$ cat src/rtl/addsub_pipe_if.sv
// -----------------------------------------------------------------------------
// addsub_pipe_if
//   Operand/result bus for addsub_pipe. It carries the operand beat with its
//   valid/ready handshake and the result beat with its status flags.
//
//   Signals (WIDTH = operand/result width):
//     in_valid   master->slave  operand beat present
//     in_ready   slave->master  block can accept a beat this cycle
//     a, b       master->slave  operands A and B
//     cin        master->slave  carry-in (subtract mode: 1 = no borrow)
//     mode       master->slave  1 = add, 0 = subtract
//     out_valid  slave->master  result beat present
//     out_ready  master->slave  consumer accepts the result
//     s          slave->master  result
//     cout       slave->master  raw carry out of bit WIDTH-1
//     zero       slave->master  s == 0
//     neg        slave->master  s[WIDTH-1]
//     ovf        slave->master  signed overflow
//
//   Modports: master (operand source / result sink), slave (addsub_pipe).
// -----------------------------------------------------------------------------
interface addsub_pipe_if #(
    parameter int WIDTH = 8
);
    logic             in_valid;
    logic             in_ready;
    logic [WIDTH-1:0] a;
    logic [WIDTH-1:0] b;
    logic             cin;
    logic             mode;
    logic             out_valid;
    logic             out_ready;
    logic [WIDTH-1:0] s;
    logic             cout;
    logic             zero;
    logic             neg;
    logic             ovf;

    modport master (
        output in_valid, a, b, cin, mode, out_ready,
        input  in_ready, out_valid, s, cout, zero, neg, ovf
    );

    modport slave (
        input  in_valid, a, b, cin, mode, out_ready,
        output in_ready, out_valid, s, cout, zero, neg, ovf
    );
endinterface

$ cat src/rtl/addsub_pipe.sv
// -----------------------------------------------------------------------------
// addsub_pipe
//   Two-stage pipelined WIDTH-bit adder/subtractor with valid/ready handshake,
//   backpressure and status flags. The carry chain is split: stage 1 adds the
//   low LO = WIDTH/2 bits, stage 2 adds the high half using the registered
//   low-half carry. Results leave directly from the stage-2 registers.
//
//   Ports:
//     clk   input  rising-edge clock
//     rst   input  synchronous, active-high reset
//     bus   addsub_pipe_if.slave  operand/result bus (see addsub_pipe_if)
//
//   Parameters:
//     WIDTH  operand/result width; even and >= 4
//
//   Optional feature (compile-time macro ADDSUB_PIPE_SAT_EN):
//     defined   - signed result saturates on overflow; direction follows the
//                 sign of operand A; ovf still reports 1; zero/neg follow the
//                 saturated result.
//     undefined - wrapped result, no saturation logic.
// -----------------------------------------------------------------------------
module addsub_pipe #(
    parameter int WIDTH = 8
) (
    input  logic           clk,
    input  logic           rst,
    addsub_pipe_if.slave   bus
);
    localparam int LO = WIDTH / 2;
    localparam int HI = WIDTH - LO;

    // ------------------------------------------------------------------
    // Handshake
    // ------------------------------------------------------------------
    logic r_v1;
    logic r_v2;
    logic w_adv1;
    logic w_adv2;
    logic w_accept;

    // A stage may advance when it is empty or its successor advances, so
    // in_ready only falls when both stages hold data and the consumer stalls.
    assign w_adv2   = !r_v2 || bus.out_ready;
    assign w_adv1   = !r_v1 || w_adv2;
    assign w_accept = bus.in_valid && w_adv1;

    assign bus.in_ready = w_adv1;

    // ------------------------------------------------------------------
    // Stage 1: operand preparation and low-half add
    // ------------------------------------------------------------------
    logic [WIDTH-1:0] w_bx;
    logic [LO:0]      w_lo_full;

    // Subtraction is a + ~b + cin, so cin=1 means "no borrow".
    assign w_bx      = bus.mode ? bus.b : ~bus.b;
    assign w_lo_full = {1'b0, bus.a[LO-1:0]} + {1'b0, w_bx[LO-1:0]}
                     + {{LO{1'b0}}, bus.cin};

    logic [LO-1:0] r_lo_sum;
    logic          r_c_lo;
    logic [HI-1:0] r_a_hi;
    logic [HI-1:0] r_bx_hi;

    // NOTE: sequential state uses non-blocking (<=) so every register samples
    // the pre-edge values; blocking here would let stage 2 see stage 1's new
    // contents in the same edge and collapse the pipeline.
    always_ff @(posedge clk) begin
        if (rst) begin
            r_v1     <= 1'b0;
            r_lo_sum <= '0;
            r_c_lo   <= 1'b0;
            r_a_hi   <= '0;
            r_bx_hi  <= '0;
        end else if (w_adv1) begin
            r_v1 <= bus.in_valid;
            // Data registers only move on a real accept so idle cycles leave
            // them untouched.
            if (bus.in_valid) begin
                r_lo_sum <= w_lo_full[LO-1:0];
                r_c_lo   <= w_lo_full[LO];
                r_a_hi   <= bus.a[WIDTH-1:LO];
                r_bx_hi  <= w_bx[WIDTH-1:LO];
            end
        end
    end

    // ------------------------------------------------------------------
    // Stage 2: high-half add, flags and optional saturation
    // ------------------------------------------------------------------
    logic [HI:0]      w_hi_full;
    logic [HI-1:0]    w_hi_below_msb;
    logic             w_c_msb;
    logic             w_cout;
    logic             w_ovf;
    logic [WIDTH-1:0] w_wrap;
    logic [WIDTH-1:0] w_res;

    assign w_hi_full = {1'b0, r_a_hi} + {1'b0, r_bx_hi} + {{HI{1'b0}}, r_c_lo};

    // Re-adding the high half without its MSB exposes the carry into the
    // MSB, which together with cout gives signed overflow.
    assign w_hi_below_msb = {1'b0, r_a_hi[HI-2:0]} + {1'b0, r_bx_hi[HI-2:0]}
                          + {{(HI-1){1'b0}}, r_c_lo};
    assign w_c_msb = w_hi_below_msb[HI-1];

    assign w_cout = w_hi_full[HI];
    assign w_ovf  = w_c_msb ^ w_cout;
    assign w_wrap = {w_hi_full[HI-1:0], r_lo_sum};

`ifdef ADDSUB_PIPE_SAT_EN
    // Overflow always pushes the result away from A's sign, so clamp toward
    // it: negative A -> most negative value, otherwise most positive.
    assign w_res = !w_ovf     ? w_wrap :
                   r_a_hi[HI-1] ? {1'b1, {(WIDTH-1){1'b0}}}
                                : {1'b0, {(WIDTH-1){1'b1}}};
`else
    assign w_res = w_wrap;
`endif

    logic [WIDTH-1:0] r_s;
    logic             r_cout;
    logic             r_zero;
    logic             r_neg;
    logic             r_ovf;

    always_ff @(posedge clk) begin
        if (rst) begin
            r_v2   <= 1'b0;
            r_s    <= '0;
            r_cout <= 1'b0;
            r_zero <= 1'b0;
            r_neg  <= 1'b0;
            r_ovf  <= 1'b0;
        end else if (w_adv2) begin
            r_v2 <= r_v1;
            // An empty stage 1 only clears v2; the last result stays put.
            if (r_v1) begin
                r_s    <= w_res;
                r_cout <= w_cout;
                r_zero <= (w_res == '0);
                r_neg  <= w_res[WIDTH-1];
                r_ovf  <= w_ovf;
            end
        end
    end

    assign bus.out_valid = r_v2;
    assign bus.s         = r_s;
    assign bus.cout      = r_cout;
    assign bus.zero      = r_zero;
    assign bus.neg       = r_neg;
    assign bus.ovf       = r_ovf;
endmodule

$ cat src/flat_wrapper.sv
// flat-port wrapper written by rule: the top's interface ports become plain ports
module addsub_pipe_flat 
#(
    parameter int WIDTH = 8
)
  (clk, rst, bus_in_valid, bus_a, bus_b, bus_cin, bus_mode, bus_out_ready, bus_in_ready, bus_out_valid, bus_s, bus_cout, bus_zero, bus_neg, bus_ovf);
  addsub_pipe_if #(.WIDTH(WIDTH)) bus_i ();
  input  logic clk;
  input  logic rst;
  input wire logic [$bits(bus_i.in_valid)-1:0] bus_in_valid;
  input wire logic [$bits(bus_i.a)-1:0] bus_a;
  input wire logic [$bits(bus_i.b)-1:0] bus_b;
  input wire logic [$bits(bus_i.cin)-1:0] bus_cin;
  input wire logic [$bits(bus_i.mode)-1:0] bus_mode;
  input wire logic [$bits(bus_i.out_ready)-1:0] bus_out_ready;
  output wire logic [$bits(bus_i.in_ready)-1:0] bus_in_ready;
  output wire logic [$bits(bus_i.out_valid)-1:0] bus_out_valid;
  output wire logic [$bits(bus_i.s)-1:0] bus_s;
  output wire logic [$bits(bus_i.cout)-1:0] bus_cout;
  output wire logic [$bits(bus_i.zero)-1:0] bus_zero;
  output wire logic [$bits(bus_i.neg)-1:0] bus_neg;
  output wire logic [$bits(bus_i.ovf)-1:0] bus_ovf;
  assign bus_i.in_valid = bus_in_valid;
  assign bus_i.a = bus_a;
  assign bus_i.b = bus_b;
  assign bus_i.cin = bus_cin;
  assign bus_i.mode = bus_mode;
  assign bus_i.out_ready = bus_out_ready;
  assign bus_in_ready = bus_i.in_ready;
  assign bus_out_valid = bus_i.out_valid;
  assign bus_s = bus_i.s;
  assign bus_cout = bus_i.cout;
  assign bus_zero = bus_i.zero;
  assign bus_neg = bus_i.neg;
  assign bus_ovf = bus_i.ovf;
  addsub_pipe #(.WIDTH(WIDTH)) u_core (.clk(clk), .rst(rst), .bus(bus_i));
endmodule
$ cat config.mk
export PLATFORM = sky130hd
export DESIGN_NAME = addsub_pipe_flat
export DESIGN_NICKNAME = d
export VERILOG_FILES = /design/src/rtl/addsub_pipe_if.sv /design/src/rtl/addsub_pipe.sv /design/src/flat_wrapper.sv
export SDC_FILE = /design/constraint.sdc
export NUM_CORES = 1
export LEC_CHECK = 0
export ABC_CLOCK_PERIOD_IN_PS = 2900
export CORE_ASPECT_RATIO = 0.8
export CORE_MARGIN = 4
export CORE_UTILIZATION = 47
export CTS_CLUSTER_DIAMETER = 200
export DETAILED_ROUTE_END_ITERATION = 10
export MAX_ROUTING_LAYER = met4
export PLACE_DENSITY = 0.84
export SYNTH_ARGS = -nofsm -noshare
export SYNTH_HDL_FRONTEND = slang
export SYNTH_SLANG_ARGS = --single-unit
$ cat constraint.sdc
create_clock -name clk -period 2.9 [get_ports clk]
set_input_delay 0.725 -clock clk [delete_from_list [all_inputs] [get_ports clk]]
set_output_delay 0.725 -clock clk [all_outputs]
set_load 0.1 [all_outputs]
==> results.tsv, run 1 <==
stage	metric	value	unit
worst_hold_path	HP Class	flop to flop	
synth	Synth Flop Type	dfxtp_1	
clocking	Worst-path clk slew	0.13	ns
flow_run	Max-cap violations	0	
floorplanning	die height	54.6	microns
finish	area growth from synthesis to final layout	30.1	%
setup_path	Crit path required time	2.17	ns
setup_path	Worst setup EP type	output port	
timing	Peak Freq	421	MHz
synth	Synthesized Nets	179	
power	Sequential Power Share	0.485	
power	Comb pwr share	0.294	
clocking	Setup Buffers After CTS	0	
setup_path	Crit Path Max Fanout	4	
clocking	CTS Buf Count	3	
placed_design	input/output buffers	35	
power	Sw Share	0.330	
finish	Inserted Diodes	0	
finish	nets	213	
timing	Fin. Hold Viols	0	
clocking	clock buffer depth	2	
floorplanning	Die ar.	3620	sq um
timing	setup ws final	0.526	ns
detailed_routing	via count of the routed design	1092	
setup_path	Slowest cell on crit path	clkdlybuf4s50_1	
setup_path	type of the worst setup path	primary input to output port	
clocking	H-tree Lvls	1	
power	Lkg Pwr	0.718	nW
power	Clk pwr share	0.221	
timing	worst-margin pin slew	0.516	ns
synth	synth warn	0	
detailed_routing	Detailed Route WL	2710	microns
synth	Mapped Cells	147	
global_routing	first-pass GRT wire length	4550	microns
timing	Finish-stage setup viols	0	
floorplanning	io pins	36	
global_routing	initial antenna violation count	0	
placed_design	Final GP Congestion	0.860	
power	Psw	0.000272	W
synth	Post-synth ARST share	0	
floorplanning	die width	66.3	microns
synth	sequential-to-total area share from yosys stat	0.407	
timing	unrepaired setup endpoints after global routing	no	
power	cell-internal power	0.000552	W
global_routing	gr usage total	0.168	
global_routing	largest net degree at the start of global routing	16	
setup_path	reg-to-reg slack, setup	0.87	ns
synth	Post-Syn Area	1280	sq um
outcome	status	completed	
setup_path	slowest stage delay, CP	0.43	ns
detailed_routing	routed wire length per instance	12.6	microns
synth	Post-synth EDFFs	0	
detailed_routing	via density per instance	5.06	
clocking	Hold-fix buffers, CTS	0	
synth	Netlist cell types	29	
clocking	Clock Root Buffer	clkbuf_4	
synth	Yosys reg bits	26	
setup_path	CP Cell Sequence	clkdlybuf4s50_1 -> nand3b_2 -> buf_12	
detailed_routing	Final ANT Viol Nets	0	
detailed_routing	drt drc	0	
timing	Slew Limit Fails	0	
clocking	clk sink count	26	
finish	commonest non-fill, non-tap cells in the layout	nand2_1, dfxtp_1, a21oi_1, clkdlybuf4s50_1, buf_4	
timing	period utilization	0.819	
timing	Worst Clk Skew	0.00464	ns
floorplanning	initial core utilization	0.506	
timing	total negative slack	0	ns
setup_path	Data arrival, critical path	1.65	ns
timing	fin crit period	2.37	ns
placed_design	HPWL after detailed placement	2220	microns
power	Pwr per Cell Area	496	nW/um^2
floorplanning	Core Region	2520	sq um
clocking	TritonCTS clock tree	yes	
global_routing	number of global-route vias before repair	1092	
floorplanning	standard-cell rows	16	
finish	layout cells sized above 1	0.128	
detailed_routing	1st-pass router iterations	6	
placed_design	pre-CTS setup slack	0.208	ns
detailed_routing	DR iter-0 viols	53	
clocking	CTS-repair resized insts	0	
setup_path	Worst Setup Start Kind	primary input	
global_routing	GRT Residual Overflow	0	
finish	most common cell after layout, fill and taps aside	nand2_1	
clocking	clock latency on the worst-skew pair	0.32	ns
timing	Slew HR	0.656	
synth	syn_area_per_cell	8.69	sq um
power	peak supply drop	0.402	mV
==> routing by layer <==
layer / GRT usage / wire length [microns] / up-vias
met1: 0.202 / 1140 / 501
li1: - / - / 555
met5: - / 0 / -
met3: 0.0431 / 160 / 4
met4: 0.0101 / 18 / 0
met2: 0.301 / 1390 / 32
==> flip-flops by register name, summed over array words and instances, names as in the netlist <==
name                  cells
u_core.bus.ovf            1
u_core.r_lo_sum           4
u_core.r_a_hi             4
u_core.bus.cout           1
u_core.bus.out_valid      1
u_core.r_c_lo             1
u_core.bus.s              7
u_core.r_v1               1
u_core.bus.zero           1
u_core.r_bx_hi            4
u_core.bus.neg            1
==> cell type report <==
class / instances / area (sq um)
Tap cell: 36 / 45.0
Inverter: 6 / 22.5
Multi-Input combinational cell: 106 / 687
Fill cell: 214 / 861
Clock buffer: 4 / 36.3
Timing Repair Buffer: 38 / 350
Sequential cell: 26 / 520
==> per-stage QoR <==
stage               std cells  hold slack, ns  cell area [sq um]  total power, W  utilization
detailed placement        212           0.451               1630        0.000650        0.644
CTS                       216           0.469               1660        0.000827        0.659
floorplan                 147           0.436               1280        0.000578            -
global placement          212           0.444               1630        0.000642        0.644
global route              216           0.488               1660        0.000868        0.659
finish                    216           0.466               1660        0.000824        0.659
==> worst max-delay path: cells and delay by family <==
| kind | cells | cell delay (ns) |
|---|---|---|
| and+or+nand+nor | 1 | 0.29 |
| buffers and inverters | 2 | 0.64 |
==> worst paths after layout <==
check / from / endpoint / cells past startpoint
setup reg to reg: u_core.r_bx_hi[0] / u_core.bus.ovf / 6
hold reg to reg: u_core.bus.s[1] / u_core.bus.s[1] / 2
hold / removal: u_core.bus.s[1] / u_core.bus.s[1] / 2
setup / recovery: bus_out_ready / bus_in_ready / 3
==> cell usage after synthesis, types with 2 or more instances <==
cell type / n / area [sq um]
nand2_1: 36 / 135
dfxtp_1: 26 / 521
a21oi_1: 21 / 105
xnor2_1: 11 / 96.3
ha_1: 6 / 75.1
inv_1: 6 / 22.5
clkbuf_1: 5 / 18.8
fa_1: 4 / 80.1
nor2_1: 4 / 15.0
a211oi_1: 3 / 22.5
a21o_1: 3 / 22.5
and2_1: 2 / 12.5
buf_2: 2 / 10.0
nand3_1: 2 / 10.0
nor4_1: 2 / 12.5
==> power groups by stage <==
stage                     Clock (W)  Sequential (W)  Combinational, W
after global routing       0.000203        0.000404          0.000261
after floorplan                   0        0.000467          0.000111
after global placement            0        0.000406          0.000235
after CTS                  0.000184        0.000400          0.000243
after detailed placement          0        0.000408          0.000242
final                      0.000182        0.000400          0.000242
==> cell families (layout without fill, tap and decap cells) <==
kind of cell             count (synthesis)  in the layout  synth area share
flip-flops                              26             26             0.407
AO/OA/AOI/OAI                           33             33             0.160
buffers and inverters                   15             48            0.0549
AND/OR/NAND/NOR                         51             51             0.174
XOR/XNOR                                12             12            0.0823
adder cells (fa/ha/maj)                 10             10             0.121
Power figures use the tool's default switching activity.
==> inputs of run 2 (changes only) <==
ABC_CLOCK_PERIOD_IN_PS = 2300   (was 2900)
clock period = 2.3 ns   (was 2.9 ns; I/O delays follow)
==> run 2 against run 1 <==
Compared with the run above: worst hold slack better by 0.0031 ns; die area stayed put; non-clock buffer count is 4 higher; via count is 2.6% higher; combinational power is 30% higher; sequential cell count stayed put; first-iteration DRC count is 49% lower; critical endpoint is now u_core.r_c_lo; largest cell class unchanged; highest routed layer unchanged.
==> results.tsv, run 2 (synthesis gave the netlist of run 1 again) <==
stage	metric	value	unit	change
outcome	status	completed		
clocking	Worst-path clk slew	0.14	ns	about the same
detailed_routing	drt drc	0		unchanged
clocking	Clock Root Buffer	clkbuf_4		
timing	period utilization	0.938		
global_routing	largest net degree at the start of global routing	15		-1
detailed_routing	DR iter-0 viols	27		-49%
placed_design	Final GP Congestion	0.831		-3.4%
clocking	Hold-fix buffers, CTS	0		unchanged
power	Lkg Pwr	0.764	nW	+6.5%
clocking	CTS Buf Count	3		unchanged
setup_path	reg-to-reg slack, setup	0.25	ns	-0.62 ns
power	peak supply drop	0.452	mV	+12%
finish	Reg area	522	sq um	+0.24%
global_routing	gr usage total	0.168		about the same
global_routing	number of global-route vias before repair	1074		-1.6%
timing	fin crit period	2.16	ns	
setup_path	Reg2Reg Depth	6		unchanged
timing	unrepaired setup endpoints after global routing	no		
global_routing	initial antenna violation count	0		unchanged
finish	final instance area	1700	sq um	+2.6%
setup_path	Worst setup EP type	flop		
power	Psw	0.000347	W	+28%
finish	most common cell after layout, fill and taps aside	nand2_1		
setup_path	Crit path required time	2.54	ns	+0.37 ns
power	cell-internal power	0.000704	W	+27%
placed_design	HPWL after detailed placement	2320	microns	+4.7%
placed_design	input/output buffers	35		unchanged
power	Pwr per Cell Area	617	nW/um^2	+24%
setup_path	worst setup path start	bus_b[0]		
timing	Worst Clk Skew	0.00787	ns	+0.00324 ns
detailed_routing	via density per instance	5.09		+0.70%
finish	layout cells sized above 1	0.152		+0.0244
clocking	clock buffer depth	2		unchanged
floorplanning	die height	54.6	microns	unchanged
clocking	H-tree Lvls	1		unchanged
power	final total power	0.00105	W	+28%
power	Clk pwr share	0.221		about the same
finish	fillers	209		-2.3%
placed_design	pre-CTS setup slack	-0.310	ns	-0.518 ns
setup_path	Worst Setup Start Kind	primary input		
finish	max reg flops	7		unchanged
timing	Peak Freq	464	MHz	
setup_path	Data arrival, critical path	2.40	ns	+0.75 ns
flow_run	Max-cap violations	0		unchanged
floorplanning	Core Region	2520	sq um	unchanged
placed_design	area post-placement	1670	sq um	+2.5%
finish	Inserted Diodes	0		unchanged
timing	total negative slack	0	ns	unchanged
finish	multi-input logic area	696	sq um	+1.3%
setup_path	Crit Reg-Reg Startpoint	u_core.r_bx_hi[0]		
global_routing	GRT Residual Overflow	0		unchanged
global_routing	first-pass GRT wire length	4490	microns	-1.4%
setup_path	Crit Path Max Fanout	2		-2
floorplanning	standard-cell rows	16		unchanged
floorplanning	initial core utilization	0.506		unchanged
detailed_routing	Detailed Route WL	2820	microns	+3.9%
detailed_routing	1st-pass router iterations	4		-2
setup_path	critical path endpoint	u_core.r_c_lo		
timing	Slew Limit Fails	0		unchanged
clocking	clk sink count	26		unchanged
clocking	clock latency on the worst-skew pair	0.33	ns	about the same
clocking	TritonCTS clock tree	yes		
power	Comb pwr share	0.299		+0.005
finish	nets	217		+1.9%
finish	area growth from synthesis to final layout	33.4	%	
finish	commonest non-fill, non-tap cells in the layout	nand2_1, dfxtp_1, a21oi_1		
floorplanning	io pins	36		unchanged
detailed_routing	Final ANT Viol Nets	0		unchanged
timing	worst-margin pin slew	0.411	ns	-0.105 ns
detailed_routing	routed wire length per instance	12.8	microns	+2.0%
floorplanning	Die ar.	3620	sq um	unchanged
worst_hold_path	HP Class	flop to flop		
timing	Finish-stage setup viols	0		unchanged
floorplanning	die width	66.3	microns	unchanged
timing	Fin. Hold Viols	0		unchanged
setup_path	type of the worst setup path	primary input to flop		
timing	Slew HR	0.726		+0.0698
power	Sw Share	0.330		about the same
power	Sequential Power Share	0.481		-0.004
detailed_routing	via count of the routed design	1120		+2.6%
setup_path	Reg-to-Reg End	u_core.bus.ovf		
timing	setup ws final	0.143	ns	-0.383 ns
## run 2: repair_timing
| action | CTS | global route |
|---|---|---|
| setup buffers | 0 | 0 |
| gates resized for setup | 0 | 1 |
| endpoints found under the hold margin | 0 | 0 |
| endpoints found under the setup margin | 0 | 1 |
## run 2: critical path, stage by stage
cell	delay, ns
clkdlybuf4s50_1	0.44
xnor2_1	0.16
fa_1	0.40
inv_1	0.08
fa_1	0.18
nor2b_1	0.05
o21ai_0	0.17
nand2_1	0.08
o221a_2	0.26
## run 2: stage by stage
stage / util / hold WS, ns / instances
after CTS: 0.675 / 0.471 / 220
after floorplan: - / 0.436 / 147
after global routing: 0.676 / 0.490 / 220
after global placement: 0.660 / 0.443 / 216
after detailed placement: 0.660 / 0.453 / 216
final: 0.676 / 0.469 / 220
## run 2: per-layer routing
metal	wire [microns]	global-route usage	up-vias
met3	122	0.0493	5
met5	0	-	-
met1	1220	0.180	530
met4	25	0.0405	0
li1	-	-	567
met2	1450	0.310	18
## run 2: power by group through the flow
stage / Sequential [W] / Clock (W) / Combinational [W]
after floorplan: 0.000590 / 0 / 0.000140
after global placement: 0.000513 / 0 / 0.000306
after detailed placement: 0.000516 / 0 / 0.000314
after CTS: 0.000506 / 0.000234 / 0.000315
after global routing: 0.000510 / 0.000253 / 0.000336
final: 0.000505 / 0.000232 / 0.000314
## run 2: how the worst min path moves through the flow
stage                            startpoint                 to  slack [ns]  cells past startpoint
final                       u_core.bus.s[1]    u_core.bus.s[1]        0.47                      2
after global routing        u_core.bus.s[3]    u_core.bus.s[3]        0.49                      2
after CTS                   u_core.bus.s[5]    u_core.bus.s[5]        0.47                      2
after detailed placement    u_core.bus.s[5]    u_core.bus.s[5]        0.45                      2
after global placement      u_core.bus.s[1]    u_core.bus.s[1]        0.44                      2
after floorplan           u_core.r_bx_hi[2]  u_core.r_bx_hi[2]        0.44                      2
## run 2: final cells by class
type,instances,area share
Inverter,6,0.0132
Clock buffer,4,0.0213
Tap cell,36,0.0264
Multi-Input combinational cell,106,0.408
Timing Repair Buffer,42,0.225
Sequential cell,26,0.306
